$ cat config.mk
export PLATFORM = sky130hd
export DESIGN_NAME = bus_dev_fifo
export DESIGN_NICKNAME = d
export VERILOG_FILES = /design/src/rtl/bus_pkg.sv /design/src/rtl/sync_fifo.sv /design/src/rtl/bus_dev_fifo.sv
export SDC_FILE = /design/constraint.sdc
export NUM_CORES = 1
export LEC_CHECK = 0
export BUFFER_PORTS_ARGS = -buffer_cell sky130_fd_sc_hd__buf_2
export CORE_UTILIZATION = 60
export DETAILED_ROUTE_END_ITERATION = 8
export PLACE_DENSITY = 0.8
export SYNTH_ARGS = -nofsm -noshare
export SYNTH_HDL_FRONTEND = slang
export SYNTH_SLANG_ARGS = --single-unit
$ cat constraint.sdc
create_clock -name clk -period 3.47 [get_ports clk]
set_input_delay 0.347 -clock clk [delete_from_list [all_inputs] [get_ports clk]]
set_output_delay 0.347 -clock clk [all_outputs]
set_load 0.1 [all_outputs]
$ cat src/rtl/bus_pkg.sv
// Shared types, constants and helpers for the per-device bus FIFO pair.
package bus_pkg;

    localparam int unsigned PCKG_SZ = 16;
    localparam logic [7:0]  BC_ID   = 8'hFF;

    typedef logic [PCKG_SZ-1:0] pkt_t;

    // MSB index of the 8-bit destination field for a packet of width w.
    function automatic int unsigned id_msb(int unsigned w);
        return w - 1;
    endfunction

    function automatic logic [7:0] sat_inc(logic [7:0] v);
        return (v == 8'hFF) ? v : v + 8'd1;
    endfunction

endpackage

$ cat src/rtl/sync_fifo.sv
// Show-ahead synchronous FIFO; a write while full is accepted when a read frees a slot.
module sync_fifo #(
    parameter int unsigned width = 16,
    parameter int unsigned depth = 8
) (
    input  logic                   clk,
    input  logic                   reset,
    input  logic                   wr,
    input  logic [width-1:0]       wdata,
    input  logic                   rd,
    output logic [width-1:0]       rdata,
    output logic [$clog2(depth):0] cnt,
    output logic                   full,
    output logic                   empty,
    output logic                   ovf
);

    localparam int unsigned AW = $clog2(depth);
    localparam int unsigned CW = AW + 1;

    logic [width-1:0] mem_q [depth];
    logic [AW-1:0]    wptr_q, rptr_q;
    logic [CW-1:0]    cnt_q, cnt_d;
    logic             rd_ok, wr_ok;

    always_comb begin
        empty = (cnt_q == '0);
        full  = (cnt_q == CW'(depth));
        rd_ok = rd & ~empty;
        wr_ok = wr & (~full | rd_ok);
        ovf   = wr & ~wr_ok;
        cnt_d = cnt_q;
        case ({wr_ok, rd_ok})
            2'b10:   cnt_d = cnt_q + 1'b1;
            2'b01:   cnt_d = cnt_q - 1'b1;
            default: cnt_d = cnt_q;
        endcase
    end

    always_ff @(posedge clk or negedge reset) begin
        if (!reset) begin
            for (int i = 0; i < int'(depth); i++) begin
                mem_q[i] <= '0;
            end
            wptr_q <= '0;
            rptr_q <= '0;
            cnt_q  <= '0;
        end else begin
            if (wr_ok) begin
                mem_q[wptr_q] <= wdata;
                wptr_q        <= wptr_q + 1'b1;
            end
            if (rd_ok) begin
                rptr_q <= rptr_q + 1'b1;
            end
            cnt_q <= cnt_d;
        end
    end

    assign rdata = mem_q[rptr_q];
    assign cnt   = cnt_q;

endmodule

$ cat src/rtl/bus_dev_fifo.sv
// Per-device TX/RX FIFO pair with destination filtering and saturating event counters.
module bus_dev_fifo
    import bus_pkg::*;
#(
    parameter int unsigned pckg_sz = PCKG_SZ,
    parameter int unsigned depth   = 8,
    parameter logic [7:0]  drv_id  = 8'd0,
    parameter logic [7:0]  bc      = BC_ID
) (
    input  logic                   clk,
    input  logic                   reset,
    input  logic                   tx_wr,
    input  logic [pckg_sz-1:0]     tx_data,
    output logic                   tx_full,
    output logic                   pndng,
    output logic [pckg_sz-1:0]     D_pop,
    input  logic                   pop,
    input  logic                   push,
    input  logic [pckg_sz-1:0]     D_push,
    output logic                   rx_valid,
    output logic [pckg_sz-1:0]     rx_data,
    input  logic                   rx_rd,
    output logic [$clog2(depth):0] tx_cnt,
    output logic [$clog2(depth):0] rx_cnt,
    output logic [7:0]             tx_ovf,
    output logic [7:0]             rx_ovf,
    output logic [7:0]             rx_drop
);

    localparam int unsigned IdMsb = id_msb(pckg_sz);

    logic       tx_empty, tx_ovf_ev;
    logic       rx_empty, rx_ovf_ev, rx_full_unused;
    logic [7:0] dest;
    logic       match, rx_wr, drop_ev;
    logic [7:0] tx_ovf_q, rx_ovf_q, rx_drop_q;

    assign dest    = D_push[IdMsb -: 8];
    assign match   = (dest == drv_id) || (dest == bc);
    assign rx_wr   = push & match;
    assign drop_ev = push & ~match;

    sync_fifo #(
        .width (pckg_sz),
        .depth (depth)
    ) u_tx_fifo (
        .clk   (clk),
        .reset (reset),
        .wr    (tx_wr),
        .wdata (tx_data),
        .rd    (pop),
        .rdata (D_pop),
        .cnt   (tx_cnt),
        .full  (tx_full),
        .empty (tx_empty),
        .ovf   (tx_ovf_ev)
    );

    sync_fifo #(
        .width (pckg_sz),
        .depth (depth)
    ) u_rx_fifo (
        .clk   (clk),
        .reset (reset),
        .wr    (rx_wr),
        .wdata (D_push),
        .rd    (rx_rd),
        .rdata (rx_data),
        .cnt   (rx_cnt),
        .full  (rx_full_unused),
        .empty (rx_empty),
        .ovf   (rx_ovf_ev)
    );

    always_ff @(posedge clk or negedge reset) begin
        if (!reset) begin
            tx_ovf_q  <= '0;
            rx_ovf_q  <= '0;
            rx_drop_q <= '0;
        end else begin
            if (tx_ovf_ev) tx_ovf_q  <= sat_inc(tx_ovf_q);
            if (rx_ovf_ev) rx_ovf_q  <= sat_inc(rx_ovf_q);
            if (drop_ev)   rx_drop_q <= sat_inc(rx_drop_q);
        end
    end

    assign pndng    = ~tx_empty;
    assign rx_valid = ~rx_empty;
    assign tx_ovf   = tx_ovf_q;
    assign rx_ovf   = rx_ovf_q;
    assign rx_drop  = rx_drop_q;

endmodule

Word-level counts from Yosys, hierarchy flattened
Index checks and enable logic that the tools add are counted.
Widths: inputs -> output; s select.
{"block": "totals", "register_bits": 300, "output_inout_bits": 67, "word_cells": 101}
{"block": "classes", "n_addsub": 11, "order_cmp": 6, "eq_ne": 10, "mux": 14, "bitwise_logic": 24, "n_reduce_logical": 11}
{"cell": "$bwmux 128", "n": 2}
{"cell": "$bmux 16 s3", "n": 2}
{"cell": "$demux 16 s3", "n": 2}
{"cell": "$mux 16", "n": 6}
{"cell": "$eq 8x8->1 const B", "n": 4}
{"cell": "$add 8x1->8 const B", "n": 3}
{"cell": "$ge 4x4->1 const B", "n": 4}
{"cell": "$not 3->4", "n": 4}
{"cell": "$pmux 4 s2", "n": 2}
{"cell": "$add 3x1->3 const B", "n": 4}
{"cell": "$not 1->1", "n": 10}
{"cell": "$add 4x1->4 const B", "n": 2}
{"cell": "$and 1x1->1", "n": 8}
{"cell": "$eq 4x4->1 const B", "n": 2}
{"cell": "$logic_not 4->1", "n": 2}
{"cell": "$logic_not 8->1", "n": 1}
{"cell": "$lt 4x1->1 const B", "n": 2}
{"cell": "$sub 4x1->4 const B", "n": 2}
{"cell": "$reduce_and 2->1", "n": 3}
{"cell": "$eq 2x1->1 const B", "n": 2}
{"cell": "$eq 2x2->1 const B", "n": 2}
{"cell": "$reduce_bool 2->1", "n": 2}
{"cell": "$logic_and 1x1->1", "n": 2}
{"cell": "$or 1x1->1", "n": 2}
{"cell": "$logic_or 1x1->1", "n": 1}

Logic depth before layout (Yosys ltp)
Gate-level depths: netlist of the first run.
{"block": "logic_depth", "ltp_word": 8, "depth_mapped": 12, "depth_no_buf": 11}

Modules after synthesis
A second synthesis of the first run with hierarchy kept.
{"block": "hier_totals", "hier_cells": 901, "area_unflattened_um2": 14412.6}
{"mod": "sync_fifo (u_tx_fifo)", "instances": 1, "cells_per_inst": 397, "area_each_um2": 6620.1}
{"mod": "sync_fifo (u_rx_fifo)", "instances": 1, "cells_per_inst": 396, "area_each_um2": 6582.6}
{"mod": "bus_dev_fifo", "instances": 1, "cells_per_inst": 108, "area_each_um2": 1209.9}

Worst setup path after synthesis of the first run
OpenSTA, ideal clock, no wires.
{"block": "synth_path", "path_type": "register to register", "from": "register u_rx_fifo.cnt_q[1] (netlist: u_rx_fifo.cnt[1])", "to": "register u_rx_fifo.cnt_q[2] (netlist: u_rx_fifo.cnt[2])", "setup_time_ns": 0.164, "arrival_time_ns": 3.652, "required_ns": 3.306, "slack_ns": -0.345, "path_stages_with_launch": 12, "synth_period_minus_slack_ns": 3.815, "cell_sequence": "dfrtp_1 -> or3_4 -> nand2b_1 -> and2_1 -> clkbuf_1 -> ha_1 -> xor2_1 -> ha_1 -> a21oi_1 -> xor2_1 -> nor2_1 -> xor2_1"}
{"block": "synth_between", "elab_chain_cells": 7, "word_cells_on_any_way": 13, "classes_between": "add/sub: 2; eq/ne: 3; mux: 1; bitwise: 5; reduce/logical: 2"}
{"item": "start: declaration", "line": "sync_fifo.sv:23", "rtl": "logic [CW-1:0] cnt_q, cnt_d;"}
{"item": "start signal: assignment", "line": "sync_fifo.sv:56", "rtl": "cnt_q <= cnt_d;"}
{"item": "$logic_not 4->1 (*)", "line": "sync_fifo.sv:27", "rtl": "empty = (cnt_q == '0);"}
{"item": "$not 1->1 (*)"}
{"item": "net rx_valid", "line": "bus_dev_fifo.sv:20", "rtl": "output logic rx_valid,"}
{"item": "$and 1x1->1 (*)", "line": "sync_fifo.sv:29", "rtl": "rd_ok = rd & ~empty;"}
{"item": "net u_rx_fifo.rd_ok", "line": "sync_fifo.sv:24", "rtl": "logic rd_ok, wr_ok;"}
{"item": "$or 1x1->1", "line": "sync_fifo.sv:30", "rtl": "wr_ok = wr & (~full | rd_ok);"}
{"item": "$and 1x1->1", "line": "sync_fifo.sv:30"}
{"item": "$eq 2x1->1 / $eq 2x2->1 (equally long branches)", "line": "sync_fifo.sv:33", "rtl": "case ({wr_ok, rd_ok})"}
{"item": "$pmux 4 s2 / $reduce_bool 2->1 (equally long branches)"}
The timed path passes the listed nets; every way through them passes the cells marked *.
A chain may end at the register's enable or synchronous reset.

Worst setup path in the final report of the first run
{"block": "layout_path", "from": "register u_rx_fifo.rptr_q[0]", "to": "output port rx_data[13]"}
{"block": "layout_between", "elab_chain_cells": 4}
{"item": "start: declaration", "line": "sync_fifo.sv:22", "rtl": "logic [AW-1:0] wptr_q, rptr_q;"}
{"item": "start signal: assignment", "line": "sync_fifo.sv:54", "rtl": "rptr_q <= rptr_q + 1'b1;"}
{"item": "$not 3->4 (implied by the code)", "line": "sync_fifo.sv:60", "rtl": "assign rdata = mem_q[rptr_q];"}
{"item": "$bmux 16 s3", "line": "sync_fifo.sv:60"}
{"item": "$mux 16 (implied by the code) (2 in series)", "line": "sync_fifo.sv:60"}
{"item": "end: declaration", "line": "bus_dev_fifo.sv:21", "rtl": "output logic [pckg_sz-1:0] rx_data,"}
Every way passes these cells. The select of a mux whose other input is x is not followed.

==> results of run 1 <==
==> worst paths after layout <==
check                                    start                   to  slack [ns]  cells after the start
min                                  D_push[6]  u_rx_fifo.mem_q[86]        0.08                      3
max in group asynchronous                reset  u_rx_fifo.mem_q[35]        2.17                      3
max reg2reg                   u_rx_fifo.cnt[0]     u_rx_fifo.cnt[2]        0.85                     11
min in group asynchronous                reset     u_tx_fifo.cnt[3]        0.43                      2
max                        u_rx_fifo.rptr_q[0]          rx_data[13]        0.38                      4
min reg2reg                u_rx_fifo.mem_q[82]  u_rx_fifo.mem_q[82]        0.46                      2
==> flip-flops by register name, indices dropped and copies added (netlist names), 4 cells and up <==
name and count:
rx_ovf 8, u_tx_fifo.mem_q 128, u_tx_fifo.cnt 4, rx_drop 8, u_rx_fifo.mem_q 128, tx_ovf 8, u_rx_fifo.cnt 4
==> power breakdown <==
part / internal, mW / switching [mW] / leakage (nW)
registers: 4.44 / 0.793 / 3.88
logic: 2.25 / 3.95 / 3.34
clock network: 2.05 / 1.36 / 0.518
total: 8.74 / 6.10 / 7.74
==> through the flow <==
stage               hold WS [ns]  util (%)
global route             0.08121     69.29
CTS                      0.07149     69.29
global placement          0.4442     64.54
detailed placement        0.4516     64.54
floorplan                0.05141         -
finish                   0.08480     69.30
==> layout make-up <==
class,count,area (sq um)
Timing Repair Buffer,121,710.7
Multi-Input combinational cell,649,5998
Inverter,12,45.04
Antenna cell,1,2.502
Clock buffer,42,867.1
Sequential cell,300,7511
Tap cell,285,356.6
Fill cell,1546,6950
Clock inverter,16,198.9
==> cell families (layout without fill, tap and decap cells) <==
kind of cell / Yosys count / in the layout
flops: 300 / 300
simple gates: 289 / 289
mux: 277 / 277
buf+inv: 67 / 191
compound gates: 39 / 39
xor+xnor: 31 / 31
fa+ha+maj: 13 / 13
other cells: 0 / 1
==> critical path: stages (launching register included) <==
cell and delay (ns):
dfrtp_2 0.79, buf_12 0.27, mux4_2 0.55, mux2_2 0.29, buf_2 0.29
==> layer usage <==
metal	vias to the layer above	wire length, um	share of wire, %
met4	0	511	1.8
met3	45	974	3.5
met1	4353	12120	44
met2	190	14160	51
li1	3821	-	-
met5	-	0	0
==> placed cells by master, fill, tap and decap left out, types with 3 or more instances in the layout <==
cell type and count:
dfrtp_1 297, mux2_2 205, nand2_1 202, buf_2 103, mux4_2 64, clkbuf_16 31
xnor2_1 19, nor2_1 16, nand3_1 15, inv_1 12, xor2_1 12, ha_1 12
buf_4 12, a21o_1 10, nand4_1 9, and3_1 7, nand2b_1 6, mux2_4 6
clkinv_2 6, clkbuf_1 6, nor3_1 5, clkbuf_8 5, o211ai_1 4, bufinv_16 4
buf_12 4, nand2_2 3, a21oi_1 3, a2111o_1 3, or2_0 3, clkinvlp_4 3
dfrtp_2 3
==> impl_metrics.yaml, run 1 <==
outcome:
  outcome: "completed"
critical_path:
  cp.required_ns: 3.12
  cp-start-kind: "register"
  setup.worst_path.end_class: "primary output"
  worst-setup-path-type: "register to primary output"
  cp.arrival_ns: 2.75
  worstPathMaxFanout: 18
clock_network:
  cts.sinks: 300
  root_buffer: "clkbuf_16"
  cts_buffers: 31
  clk_latency_ns: 0.56
  cts_setup_buffers: 0
  postCtsHoldBufs: 1
  cts_tree: "done"
  path_clk_slew_ns: 0.06
  clockBufferDepth: 3
  cts_resized: 0
  htreeDepth: 1
finish:
  layout.cells.non_filler: 1426
  nets: 1166
  drive_gt1_share_pct: 41.84
  stdcell_area_sq_mm: 0.01569
  areaGrowthSynthToFinish_pct: 13.04
sta:
  finalMaxSlewViolations: 0
  skew_ns: 0.01473
  min_period_over_period_pct: 89.19
  fmax_mhz: 323.1
  setup_violations: 0
  finalSetupTns_ns: 0
  tightest_slew_ns: 0.9578
  grt_setup_unrepaired: "no"
  fin_ws_ns: 0.3753
  relSlewSlack_pct: 36.15
  layout_min_cycle_time_ns: 3.095
  hold_viol: 0
min_path:
  min_path_type: "primary input to register"
routing:
  drt-pass1-iter-count: 5
  wl_per_cell_um: 19.47
  ant_nets: 0
  route.vias.total: 8409
  drc_errors: 0
  drt-total-wl_um: 27770
  drt_iter0_drc: 465
  vias_per_cell: 5.897
placed_design:
  port_buffers: 104
  hpwl_um: 17350
  gp_congestion: 0.7967
  placed_cells: 1366
  place_ws_ns: 0.7545
  dpl_cell_area_sq_mm: 0.01461
floorplanning:
  io_pins: 105
  core_sq_mm: 0.02264
  placementRows: 55
  initial_core_util_pct: 61.30
  dieArea_sq_mm: 0.02375
  fp.dieH_um: 154.1
  die_w_um: 154.1
global_route:
  grtUsageMet3_pct: 3.213
  antenna_found_initial: 1
  grt_use_total_pct: 24.55
  grt_pass1_wl_um: 46100
  grt_use_met1_pct: 32.90
  grt_pass1_vias: 8713
  top_usage_layer: "met2"
  grt_overflow: 0
  use_met2_pct: 42.81
  grt_max_degree: 103
flow_run:
  maxCapViolations: 0
yosys:
  synth_cell_types: 59
  yosysSeqAreaShare_pct: 54.09
  synth_most_common_cell: "dfrtp_1"
  ys_warn_count: 0
  synth_commonest_cells: "300 x dfrtp_1, 205 x mux2_2, 202 x nand2_1, 64 x mux4_2, 23 x clkbuf_1"
  synth_top_cell_area_share_pct: 54.09
  synth_area_sq_mm: 0.01388
  synth_top_family_by_area: "multiplexers"
  synth_edf_count: 0
  syn_area_per_cell_sq_um: 13.66
  ys_top_cells_by_area: "dfrtp_1 54%, mux2_2 17%, mux4_2 10%, nand2_1 5.5%, xnor2_1 1.2%"
  synth-compound-area-share_pct: 2.713
  synth_top_area_cell: "dfrtp_1"
  muxShareOfSynthArea_pct: 27.81
  synth_seq_cells: 300
  synth_adder_area_share_pct: 1.226
  postSynthCellCount: 1016
  syn-num-nets: 1067
  ys_async_sr_fraction_pct: 100.0
  ys.flop_type: "dfrtp_1"
  yosys.area_share.simple_pct: 9.465
  synth-xor-area-share_pct: 1.956
pwr:
  totalPowerFinal_mw: 14.85
  peakVddDrop_v: 0.0009625
  power_leakage_nw: 7.738
  power_density_mw_per_mm2: 946.2
Note: power is estimated with default switching activity, not from simulation.
==> inputs of run 2 (changes only) <==
--- a/config.mk
+++ b/config.mk
@@ -5,9 +5,10 @@
 export SDC_FILE = /design/constraint.sdc
 export NUM_CORES = 1
 export LEC_CHECK = 0
-export BUFFER_PORTS_ARGS = -buffer_cell sky130_fd_sc_hd__buf_2
-export CORE_UTILIZATION = 60
+export ABC_AREA = 1
+export CORE_UTILIZATION = 64
 export DETAILED_ROUTE_END_ITERATION = 8
+export DONT_BUFFER_PORTS = 1
 export PLACE_DENSITY = 0.8
 export SYNTH_ARGS = -nofsm -noshare
 export SYNTH_HDL_FRONTEND = slang
==> run 2 against run 1 <==
Effect of this change:
- via count grew 43%
- clock power increased by 9.1%
- critical path type unchanged
- die area fell by 2.3%
- final cell count rose by 41%
- count of clock-buffer cells in the layout up 10
- the run now ends with design-rule violations, negative hold slack left
- total power increased by 6.5%
- area after synthesis up 4.2%
- wire length grew 29%
- largest power group unchanged
- setup slack better by 0.19 ns
- core utilization increased by 5.0 points
- sequential power is 4.6% lower
==> impl_metrics.yaml, run 2 <==
critical_path:
  cp.arrival_ns: 2.56
  cp-start-kind: "register"
  critPathBufInv: 2
  setup.worst_path.end_class: "primary output"
  crit_cells: 6
  r2r_cells: 7
  cp.required_ns: 3.12
  critPathSlowestCell: "buf_4"
  path_cells: "buf_4 -> o21ai_0 -> o22ai_1 -> nand2_1 -> nand2_1 -> buf_4"
  worst-setup-path-type: "register to primary output"
  cp_slowest_stage_delay_ns: 0.67
  path_delay_family: "buffers and inverters"
  worstPathMaxFanout: 65
yosys:
  synth_top_cell_area_share_pct: 51.91
  postSynthCellCount: 1672
  synth_adder_area_share_pct: 1.177
  synth_area_sq_mm: 0.01446
  synth_top_family_by_area: "simple AND/OR/NAND/NOR gates"
  ys_top_cells_by_area: "dfrtp_1 52%, nand2_1 15%, o21ai_0 7.1%, mux2i_1 4.4%, nand4_1 3.3%"
  yosys.area_share.simple_pct: 25.34
  synth_seq_cells: 300
  syn_area_per_cell_sq_um: 8.650
  syn-num-nets: 1723
  ys_async_sr_fraction_pct: 100.0
  yosysSeqAreaShare_pct: 51.91
  ys.flop_type: "dfrtp_1"
  synth_edf_count: 0
  muxShareOfSynthArea_pct: 4.507
  synth_cell_types: 33
  synth_commonest_cells: "596 x nand2_1, 300 x dfrtp_1, 206 x o21ai_0, 95 x nor2_1, 77 x nand4_1"
  synth-compound-area-share_pct: 10.11
  synth-xor-area-share_pct: 1.635
  ys_warn_count: 0
  synth_top_area_cell: "dfrtp_1"
  synth_most_common_cell: "nand2_1"
clock_network:
  cts.sinks: 300
  clockBufferDepth: 3
  cts_resized: 0
  cts_tree: "done"
  postCtsHoldBufs: 14
  cts_setup_buffers: 0
  clk_latency_ns: 0.51
  cts_buffers: 34
  path_clk_slew_ns: 0.06
  htreeDepth: 2
  root_buffer: "clkbuf_16"
global_route:
  grt_max_degree: 301
  grt_overflow: 0
  antenna_found_initial: 0
  grt_use_total_pct: 31.91
  grt_pass1_vias: 12014
  grt_pass1_wl_um: 60090
sta:
  layout_min_cycle_time_ns: 2.903
  finalSetupTns_ns: 0
  setup_violations: 0
  finalMaxSlewViolations: 0
  whs_ns: -0.4681
  relSlewSlack_pct: 34.20
  grt_setup_unrepaired: "no"
  fmax_mhz: 344.5
  tightest_slew_ns: 0.9870
  hold_viol: 300
  min_period_over_period_pct: 83.65
  skew_ns: 0.01479
flow_run:
  maxCapViolations: 0
finish:
  antennaDiodeCount: 0
  areaGrowthSynthToFinish_pct: 12.80
  nets: 1760
  layout_commonest_cell: "nand2_1"
  layout_common_cells: "596 x nand2_1, 296 x dfrtp_1, 206 x o21ai_0"
  largestRegisters: "u_rx_fifo.mem_q (128), u_tx_fifo.mem_q (128)"
  drive_gt1_share_pct: 10.62
  fillCellCount: 1574
outcome:
  violations: "design-rule violations, negative hold slack"
  outcome: "finished with violations"
placed_design:
  gp_congestion: 0.8225
  port_buffers: 0
  hpwl_um: 20810
pwr:
  peakVddDrop_v: 0.0009728
  p_sw_mw: 7.301
  netSwitchingFraction_pct: 46.17
  power_leakage_nw: 8.470
  p_seq_share_pct: 31.5
  power_density_mw_per_mm2: 969.4
  p_int_mw: 8.513
  comb_power_share_pct: 44.9
  pwr-share-clk_pct: 23.5
routing:
  route.vias.total: 12040
  wl_per_cell_um: 17.78
  drt-total-wl_um: 35790
  drc_errors: 4
  ant_nets: 0
  drt_iter0_drc: 1261
  vias_per_cell: 5.981
  drt-pass1-iter-count: 8
min_path:
  min_path_type: "primary input to async pin"
floorplanning:
  core_sq_mm: 0.02196
  placementRows: 54
  initial_core_util_pct: 65.86
  fp.dieH_um: 152.3
  io_pins: 105
  die_w_um: 152.3
  dieArea_sq_mm: 0.02320
-- run 2: changes by cell type after synthesis, moves of 11 or more --
cell / previous run / this run
inv_1: 12 / 59
nand4_1: 9 / 77
mux2i_1: 2 / 64
nand2_1: 202 / 596
mux2_2: 205 / 1
o22ai_1: 1 / 64
o21ai_0: 2 / 206
nand4_4: 0 / 16
xnor2_1: 19 / 8
clkbuf_1: 23 / 46
nor2_1: 16 / 95
buf_2: 10 / 31
mux4_2: 64 / 0
-- run 2: metal layers --
layer	share of wire, %	global-route usage (%)
met2	46	49.07
met3	7.7	5.603
met4	3.0	12.20
met5	0	0
met1	43	45.62
-- run 2: stage by stage --
stage / power (mW) / setup slack (ns) / area (sq um) / instances / util [%]
after floorplan: 10.46 / 0.06267 / 14470 / 1672 / -
after global placement: 11.84 / 1.134 / 15000 / 1939 / 68.30
after detailed placement: 11.99 / 1.091 / 15000 / 1939 / 68.30
after CTS: 15.81 / 0.6142 / 16310 / 2013 / 74.30
after global routing: 16.60 / 0.4552 / 16310 / 2013 / 74.30
final: 15.81 / 0.5674 / 16310 / 2013 / 74.30
-- run 2: power groups by stage --
stage               Combinational (mW)  Sequential, mW  Clock, mW
floorplan                         5.05            5.41          0
global placement                  6.86            4.97          0
detailed placement                6.98            5.01          0
CTS                               7.08            4.96       3.76
global route                      7.62            5.09       3.89
finish                            7.11            4.99       3.72
-- run 2: final timing paths --
path,slack (ns),to,from
max in group asynchronous,3.34,u_tx_fifo.rptr_q[0],reset
worst max-delay path,0.57,D_pop[1],u_tx_fifo.rptr_q[0]
worst min-delay path,-0.47,u_rx_fifo.mem_q[59],reset
worst min register to register,0.48,u_rx_fifo.mem_q[86],u_rx_fifo.mem_q[86]
min in group clk,0.01,u_rx_fifo.mem_q[31],D_push[15]
worst max register to register,1.03,u_rx_fifo.mem_q[54],u_rx_fifo.cnt[1]
-- run 2: worst register-to-register path, stage by stage, from the launching register on --
cell and delay [ns]:
dfrtp_1 0.32, buf_4 0.30, inv_1 0.15, nand4_4 0.12, buf_4 0.68, nand4_4 0.49
nand2_1 0.19, nand2_1 0.08
-- run 2: layout make-up --
type,count,area [sq um],share of cell area [%]
timing repair buffer,105,835.8,5.123
clock buffer,52,1062,6.511
sequential,300,7512,46.05
inverter,63,237.7,1.457
clock inverter,8,115.1,0.7056
multi-input combinational,1205,6201,38.01
tap,280,350.3,2.147
-- run 2: cells by family (layout without fill, tap and decap cells) --
logic type,after synthesis,after routing
flops,300,300
buf+inv,167,228
simple gates,826,826
xor+xnor,27,27
compound gates,274,274
fa+ha+maj,13,13
mux,65,65
